$ cat src/rtl/mp_pma_rcv_det_resp.sv
// PMA-side receiver-detect responder: sequences the AFE detect circuit for a PCS request.
// Build option: define MP_RCV_DET_MAJORITY_EN for an SMPL_NUM-sample majority vote.
module mp_pma_rcv_det_resp #(
   parameter int CNT_W    = 12,
   parameter int SMPL_NUM = 5
) (
   input  logic             ref_clk,
   input  logic             ref_rst_n,
   input  logic             pma_rcv_detect,
   output logic             pma_rcv_detect_done,
   output logic             pma_rcv_detected,
   input  logic [CNT_W-1:0] cfg_settle_cnt,
   input  logic [CNT_W-1:0] cfg_charge_cnt,
   input  logic [CNT_W-1:0] cfg_recover_cnt,
   input  logic             afe_det_cmp,
   output logic             afe_det_cmp_en,
   output logic             afe_det_drv_en,
   output logic             rcv_det_busy
);

   typedef enum logic [2:0] {
      ST_IDLE,
      ST_SETTLE,
      ST_STEP,
      ST_SAMPLE,
      ST_DONE,
      ST_RECOVER
   } state_t;

   if (SMPL_NUM < 1 || SMPL_NUM > 15 || (SMPL_NUM % 2) == 0) begin : g_bad_smpl_num
      $error("SMPL_NUM must be odd and in 1..15");
   end

   state_t           state_q, state_d;
   logic [CNT_W-1:0] cnt_q, cnt_d;
   logic             req_q, req_d;
   logic             cmp_meta_q, cmp_meta_d;
   logic             cmp_sync_q, cmp_sync_d;
   logic             detected_q, detected_d;
   logic [CNT_W-1:0] smpl_load;

`ifdef MP_RCV_DET_MAJORITY_EN
   localparam int VOTE_W = $clog2(SMPL_NUM + 1);
   logic [VOTE_W-1:0] vote_q, vote_d, vote_total;
   assign smpl_load  = CNT_W'(SMPL_NUM - 1);
   assign vote_total = vote_q + VOTE_W'(cmp_sync_q);
`else
   assign smpl_load  = '0;
`endif

   always_ff @(posedge ref_clk) begin
      // NOTE: synchronous reset clears every flop, including the synchronizer stages.
      if (!ref_rst_n) begin
         state_q    <= ST_IDLE;
         cnt_q      <= '0;
         req_q      <= 1'b0;
         cmp_meta_q <= 1'b0;
         cmp_sync_q <= 1'b0;
         detected_q <= 1'b0;
`ifdef MP_RCV_DET_MAJORITY_EN
         vote_q     <= '0;
`endif
      end else begin
         state_q    <= state_d;
         cnt_q      <= cnt_d;
         req_q      <= req_d;
         cmp_meta_q <= cmp_meta_d;
         cmp_sync_q <= cmp_sync_d;
         detected_q <= detected_d;
`ifdef MP_RCV_DET_MAJORITY_EN
         vote_q     <= vote_d;
`endif
      end
   end

   always_comb begin
      // NOTE: every target gets a default first, so no path can infer a latch.
      state_d    = state_q;
      cnt_d      = cnt_q;
      detected_d = detected_q;
      req_d      = pma_rcv_detect;
      cmp_meta_d = afe_det_cmp;
      cmp_sync_d = cmp_meta_q;
`ifdef MP_RCV_DET_MAJORITY_EN
      vote_d     = vote_q;
`endif
      unique case (state_q)
         ST_IDLE: begin
            if (req_q) begin
               state_d = ST_SETTLE;
               cnt_d   = cfg_settle_cnt;
            end
         end
         ST_SETTLE, ST_STEP, ST_SAMPLE: begin
            // A withdrawn request aborts the detect before any result is published.
            if (!req_q) begin
               state_d = ST_RECOVER;
               cnt_d   = cfg_recover_cnt;
            end else if (state_q == ST_SAMPLE) begin
`ifdef MP_RCV_DET_MAJORITY_EN
               vote_d = vote_total;
`endif
               if (cnt_q == '0) begin
                  state_d = ST_DONE;
`ifdef MP_RCV_DET_MAJORITY_EN
                  detected_d = (vote_total > VOTE_W'(SMPL_NUM / 2));
`else
                  detected_d = cmp_sync_q;
`endif
               end else begin
                  cnt_d = cnt_q - CNT_W'(1);
               end
            end else if (cnt_q != '0) begin
               cnt_d = cnt_q - CNT_W'(1);
            end else if (state_q == ST_SETTLE) begin
               state_d = ST_STEP;
               cnt_d   = cfg_charge_cnt;
            end else begin
               state_d = ST_SAMPLE;
               cnt_d   = smpl_load;
`ifdef MP_RCV_DET_MAJORITY_EN
               vote_d  = '0;
`endif
            end
         end
         ST_DONE: begin
            if (!req_q) begin
               state_d    = ST_RECOVER;
               cnt_d      = cfg_recover_cnt;
               detected_d = 1'b0;
            end
         end
         ST_RECOVER: begin
            if (cnt_q == '0) state_d = ST_IDLE;
            else             cnt_d   = cnt_q - CNT_W'(1);
         end
         default: state_d = ST_IDLE;
      endcase
   end

   assign pma_rcv_detect_done = (state_q == ST_DONE);
   assign pma_rcv_detected    = detected_q;
   assign afe_det_cmp_en      = (state_q == ST_SETTLE) || (state_q == ST_STEP) || (state_q == ST_SAMPLE);
   assign afe_det_drv_en      = (state_q == ST_STEP) || (state_q == ST_SAMPLE);
   assign rcv_det_busy        = (state_q != ST_IDLE);

endmodule

$ cat config.mk
export PLATFORM = sky130hd
export DESIGN_NAME = mp_pma_rcv_det_resp
export DESIGN_NICKNAME = d
export VERILOG_FILES = /design/src/rtl/mp_pma_rcv_det_resp.sv
export SDC_FILE = /design/constraint.sdc
export NUM_CORES = 1
export LEC_CHECK = 0
export ABC_CLOCK_PERIOD_IN_PS = 2100
export BUFFER_PORTS_ARGS = -buffer_cell sky130_fd_sc_hd__buf_4
export CORE_ASPECT_RATIO = 1.4
export CORE_MARGIN = 10
export CORE_UTILIZATION = 53
export DETAILED_ROUTE_END_ITERATION = 8
export PLACE_DENSITY_LB_ADDON = 0.05
export SLEW_MARGIN = 5
export SYNTH_ARGS = -nofsm -noshare
export SYNTH_HDL_FRONTEND = slang
export SYNTH_SLANG_ARGS = --single-unit
export TNS_END_PERCENT = 20
$ cat constraint.sdc
create_clock -name ref_clk -period 2.1 [get_ports ref_clk]
set_input_delay 0.105 -clock ref_clk [delete_from_list [all_inputs] [get_ports ref_clk]]
set_output_delay 0.105 -clock ref_clk [all_outputs]
set_load 0.01 [all_outputs]
# Word-level counts from Yosys, hierarchy flattened
# Cells that the tools add are included.
# totals
register_bits,19
inputBits,40
output_inout_bits,5
elab_cells,55
# classes
add_sub_neg,1
n_eq_ne,13
mux,22
reduce_logical,13
# ops
operator,count
$mux W12,7
$pmux W12 S4,1
$mux W3,7
$logic_not A12 Y1,1
$ne A2 B2 Y1 const B,6
$pmux W3 S4,1
$reduce_bool A12 Y1,1
$sub A12 B1 Y12 const B,1
$reduce_and A5 Y1,2
$ne A4 B4 Y1 const B,2
$eq A3 B2 Y1 const B,2
$eq A3 B3 Y1 const B,2
$mux W1,5
$reduce_bool A4 Y1,1
$eq A3 B1 Y1 const B,1
$logic_not A3 Y1,1
$logic_or A1 B1 Y1,3
$reduce_and A3 Y1,1
$reduce_bool A3 Y1,1
$reduce_or A3 Y1,1
$pmux W1 S2,1
$reduce_bool A2 Y1,1

# Longest topological paths before layout
# depth
ltp_word,6
mapped_depth,8
depth_no_buf,7

# Worst setup path before layout
# Ideal clock, no wire load.
# synth_timing
path_type,register -> register
start,register cnt_q[0]
end,register detected_q (netlist: pma_rcv_detected)
setup_ns,0.115
arrival_time_ns,1.792
t_required_ns,1.985
slack_ns,0.193
stages_incl_launch_ff,9
synth_period_minus_slack_ns,1.907
path_cell_list,dfxtp_1 > inv_1 > ha_1 > nor4b_4 > buf_2 > nand4_2 > nor4b_2 > mux2i_1 > nor2_1
# synth_via
elab_chain_len,3
# synth_rtl
item,line,rtl
from (decl),35,"logic [CNT_W-1:0] cnt_q, cnt_d;"
from (signal assigned),65,cnt_q <= cnt_d;
$logic_not A12 Y1,103,if (cnt_q == '0) begin
$ne A2 B2 Y1 (no line),--,
$reduce_and A5 Y1 (no line),--,
to (signal assigned),69,detected_q <= detected_d;
to (decl),39,"logic detected_q, detected_d;"
# No other way between the ends.
# A chain may end at the register's enable or synchronous reset.

# Worst setup path after layout
# layout_timing
start,register state_q[2]
end,register cnt_q[11]
# layout_via
elab_chain_len,6
# layout_rtl
item,line,rtl
from (decl),34,"state_t state_q, state_d;"
from (signal assigned),64,state_q <= state_d;
$eq A3 B1 Y1,"87, 115",
$mux W12,115,end else if (state_q == ST_SETTLE) begin
$mux W12,113,end else if (cnt_q != '0) begin
$mux W12,99,end else if (state_q == ST_SAMPLE) begin
$mux W12,96,if (!req_q) begin
$pmux W12 S4,87,unique case (state_q)
# Parallel ways exist; a longest one is shown, timed or not.

==> qor.tcl <==
set qor(routabilityCongestion) 1.00
set qor(cap_violations) 0
set qor(diodes) 0
set qor(timing.hold.worst.start) {pma_rcv_detect}
set qor(io_buffers) 44
set qor(power_per_cell_area_nw_per_um2) 732
set qor(ant_nets) 0
set qor(synth_simple_gate_area_share_pct) 30.6
set qor(routed-via-count) 2107
set qor(crit_required_ns) 2.31
set qor(grt_pass1_wl_microns) 9740
set qor(status) {finished clean}
set qor(period_minus_slack_ns) 2.01
set qor(synth_top_area_cell) {sky130_fd_sc_hd__dfxtp_1}
set qor(report.final.setup_viol) 0
set qor(post_synth_mux_area_share_pct) 2.46
set qor(antenna_found_initial) 0
set qor(synthTopCellsByArea) {sky130_fd_sc_hd__dfxtp_1, sky130_fd_sc_hd__a21oi_1, sky130_fd_sc_hd__a221oi_1}
set qor(dp.cells) 319
set qor(fmax_mhz) 498
set qor(yosys_register_bits) 19
set qor(coreArea_sq_um) 3120
set qor(synth.top_cells.by_count) {sky130_fd_sc_hd__a21oi_1, sky130_fd_sc_hd__dfxtp_1, sky130_fd_sc_hd__clkbuf_1, sky130_fd_sc_hd__nand2_1, sky130_fd_sc_hd__nor2_1}
set qor(clock_insertion_delay_worst_skew_ns) 0.26
set qor(finClkSkew_ns) 0.00278
set qor(number_of_clock_buffers_inserted_by_tritoncts) 3
set qor(netlist_instances) 227
set qor(totalNegativeSetupSlack_ns) 0
set qor(floorplan.die.width_microns) 68.3
set qor(ctsLongestPathBuffers) 2
set qor(worst_slew_margin_rel_pct) 56.7
set qor(yosysUniqueCellTypes) 64
set qor(io_pins) 45
set qor(drcViolationCount) 0
set qor(crit_start) {state_q[2]}
set qor(yosys.area_share.adder_pct) 0.723
set qor(critPathSlowestCell) {sky130_fd_sc_hd__or3_1}
set qor(detail_route.wl_per_cell_microns) 18.3
set qor(synth.yosys.seq_area_share_pct) 22.0
set qor(clkSinkCount) 19
set qor(synth.avg_cell_area_sq_um) 7.63
set qor(number_of_global_route_vias_before_repair) 2018
set qor(unrepaired_setup_endpoints_after_global_routing) {false}
set qor(post-synth-top-count-cell) {sky130_fd_sc_hd__a21oi_1}
set qor(critPathArrivalTime_ns) 2.22
set qor(postRouteWirelength_microns) 5940
set qor(maximum_number_of_pins_on_one_net_before_global_route_repair) 23
set qor(number_of_enable_type_register_cells_in_the_synthesized_netlist) 0
set qor(async_reset_ff_share_pct) 0
set qor(holdWs_ns) 0.0422
set qor(synth-main-ff-cell) {sky130_fd_sc_hd__dfxtp_1}
set qor(synth_xor_xnor_area_share_pct) 1.01
set qor(hpwl_microns) 4600
set qor(gr-total-overflow) 0
set qor(die-height_microns) 87.6
set qor(path_max_fanout) 8
set qor(tightestPinTransition_ns) 0.647
set qor(die-area_sq_um) 5990
set qor(placed_area_sq_um) 2240
set qor(final_core_util_pct) 73.4
set qor(start_util_pct) 55.4
set qor(clock_tree.root_cell) {sky130_fd_sc_hd__clkbuf_8}
set qor(layout_worst_path_cycle_share_pct) 95.7
set qor(grt_usage_pct) 20.3
set qor(mappedNetlistArea_sq_um) 1730
set qor(worst_setup_path_start_kind) {flip-flop}
set qor(cts_max_level) 1
set qor(critical-path-max-stage-delay_ns) 0.48
set qor(proportion_of_layout_cells_with_a_drive_suffix_above_1_pct) 30.5
set qor(cts-hold-fix-buffers) 0
set qor(syn_nets) 268
set qor(worst_supply_voltage_drop_on_vdd_mv) 0.429
set qor(hold_viol) 0
set qor(tritoncts) {yes}
set qor(routed_via_density) 6.50
set qor(layout_nets) 327
set qor(yosys.area.top_type_share_pct) 22.0
set qor(initial_drc_count) 191
set qor(hold_path.class) {in2reg}
set qor(clkTransAtPathRegs_ns) 0.08
set qor(synthesis.yosys.warnings) 0
set qor(flow.area_growth_from_synthesis_pct) 32.4
set qor(setup.worst_path.class) {reg2reg}
set qor(final_cell_count_no_fill) 324
set qor(power.static_leakage_uw) 0.000962
set qor(finalMaxSlewViolations) 0
set qor(synth-compound-area-share_pct) 37.4
set qor(critical_path.cell_chain) {buf_4 > and2_1 > or3_1 > a311o_1 > o211ai_1 > o211a_1}
set qor(critical_path.reg2reg.startpoint) {state_q[2]}
set qor(placement_rows) 24
set qor(combinational_family_with_the_most_area_after_synthesis) {compound AO/OA/AOI/OAI gates}
set qor(fin_area_sq_um) 2290
set qor(drt_pass1_iterations) 5
set qor(worstSetupEndpointType) {flip-flop}
-- per-stage QoR --
step | setup slack, ns | total power [uW]
final | 0.0901 | 1680
after global placement | 0.133 | 1370
after CTS | 0.0695 | 1660
after global routing | 0.00890 | 1780
after floorplan | 0.193 | 1070
after detailed placement | 0.0640 | 1380
-- power breakdown --
group	total [uW]	leakage [uW]	internal (uW)	switching [uW]
clock network	273	0.0000228	135	138
registers	504	0.000157	416	87.3
logic	903	0.000783	435	468
-- logic make-up (layout without fill, tap and decap cells) --
group,count (synthesis),count (layout)
adder cells (fa/ha/maj),1,1
buffers and inverters,24,82
XOR/XNOR,2,2
multiplexers,4,4
AO/OA/AOI/OAI,92,92
AND/OR/NAND/NOR,85,85
flip-flops,19,19
-- placed cells by master (no fill, tap or decap), drive strengths merged, types with 3 or more instances in the layout --
master	count
buf	73
a21oi	21
dfxtp	19
o21ai	16
nand2	14
nor2	13
nor3	9
and2	8
nand2b	8
a221oi	7
nand3	6
nor2b	5
o211ai	5
inv	5
o211a	4
a22oi	4
a31oi	4
clkbuf	4
or3	3
o21a	3
a2bb2oi	3
-- worst paths after layout --
path                end  slack, ns  cells past startpoint
max           cnt_q[11]       0.09                      6
min               req_q       0.04                      2
max reg2reg   cnt_q[11]       0.09                      6
min reg2reg  cmp_sync_q       0.44                      1
-- worst max-delay path, delay by kind of cell, from the launching register on --
kind / cells / cell delay [ns]
flops: 1 / 0.35
compound gates: 3 / 0.69
buf+inv: 1 / 0.17
simple gates: 2 / 0.74
-- flip-flops by register name (all words and copies together) (netlist names) --
signal,count
state_q,3
pma_rcv_detected,1
cmp_sync_q,1
cmp_meta_q,1
cnt_q,12
req_q,1
-- final cells by class --
class | instances | area, sq um
Clock buffer | 4 | 45.0
Fill cell | 271 | 830
Inverter | 5 | 18.8
Multi-Input combinational cell | 184 | 1250
Sequential cell | 19 | 380
Tap cell | 39 | 48.8
Timing Repair Buffer | 73 | 548
-- layer usage --
metal / GRT usage [%] / share of wire (%)
met5: 0 / 0
met4: 7.16 / 2.4
met3: 3.84 / 7.7
met2: 34.3 / 49
met1: 24.5 / 41
-- repair_timing --
action	CTS	global route
resized for setup	0	1
setup buffers	0	1
setup endpoints to repair	0	9
No activity file was read; power rests on OpenSTA's default activity.
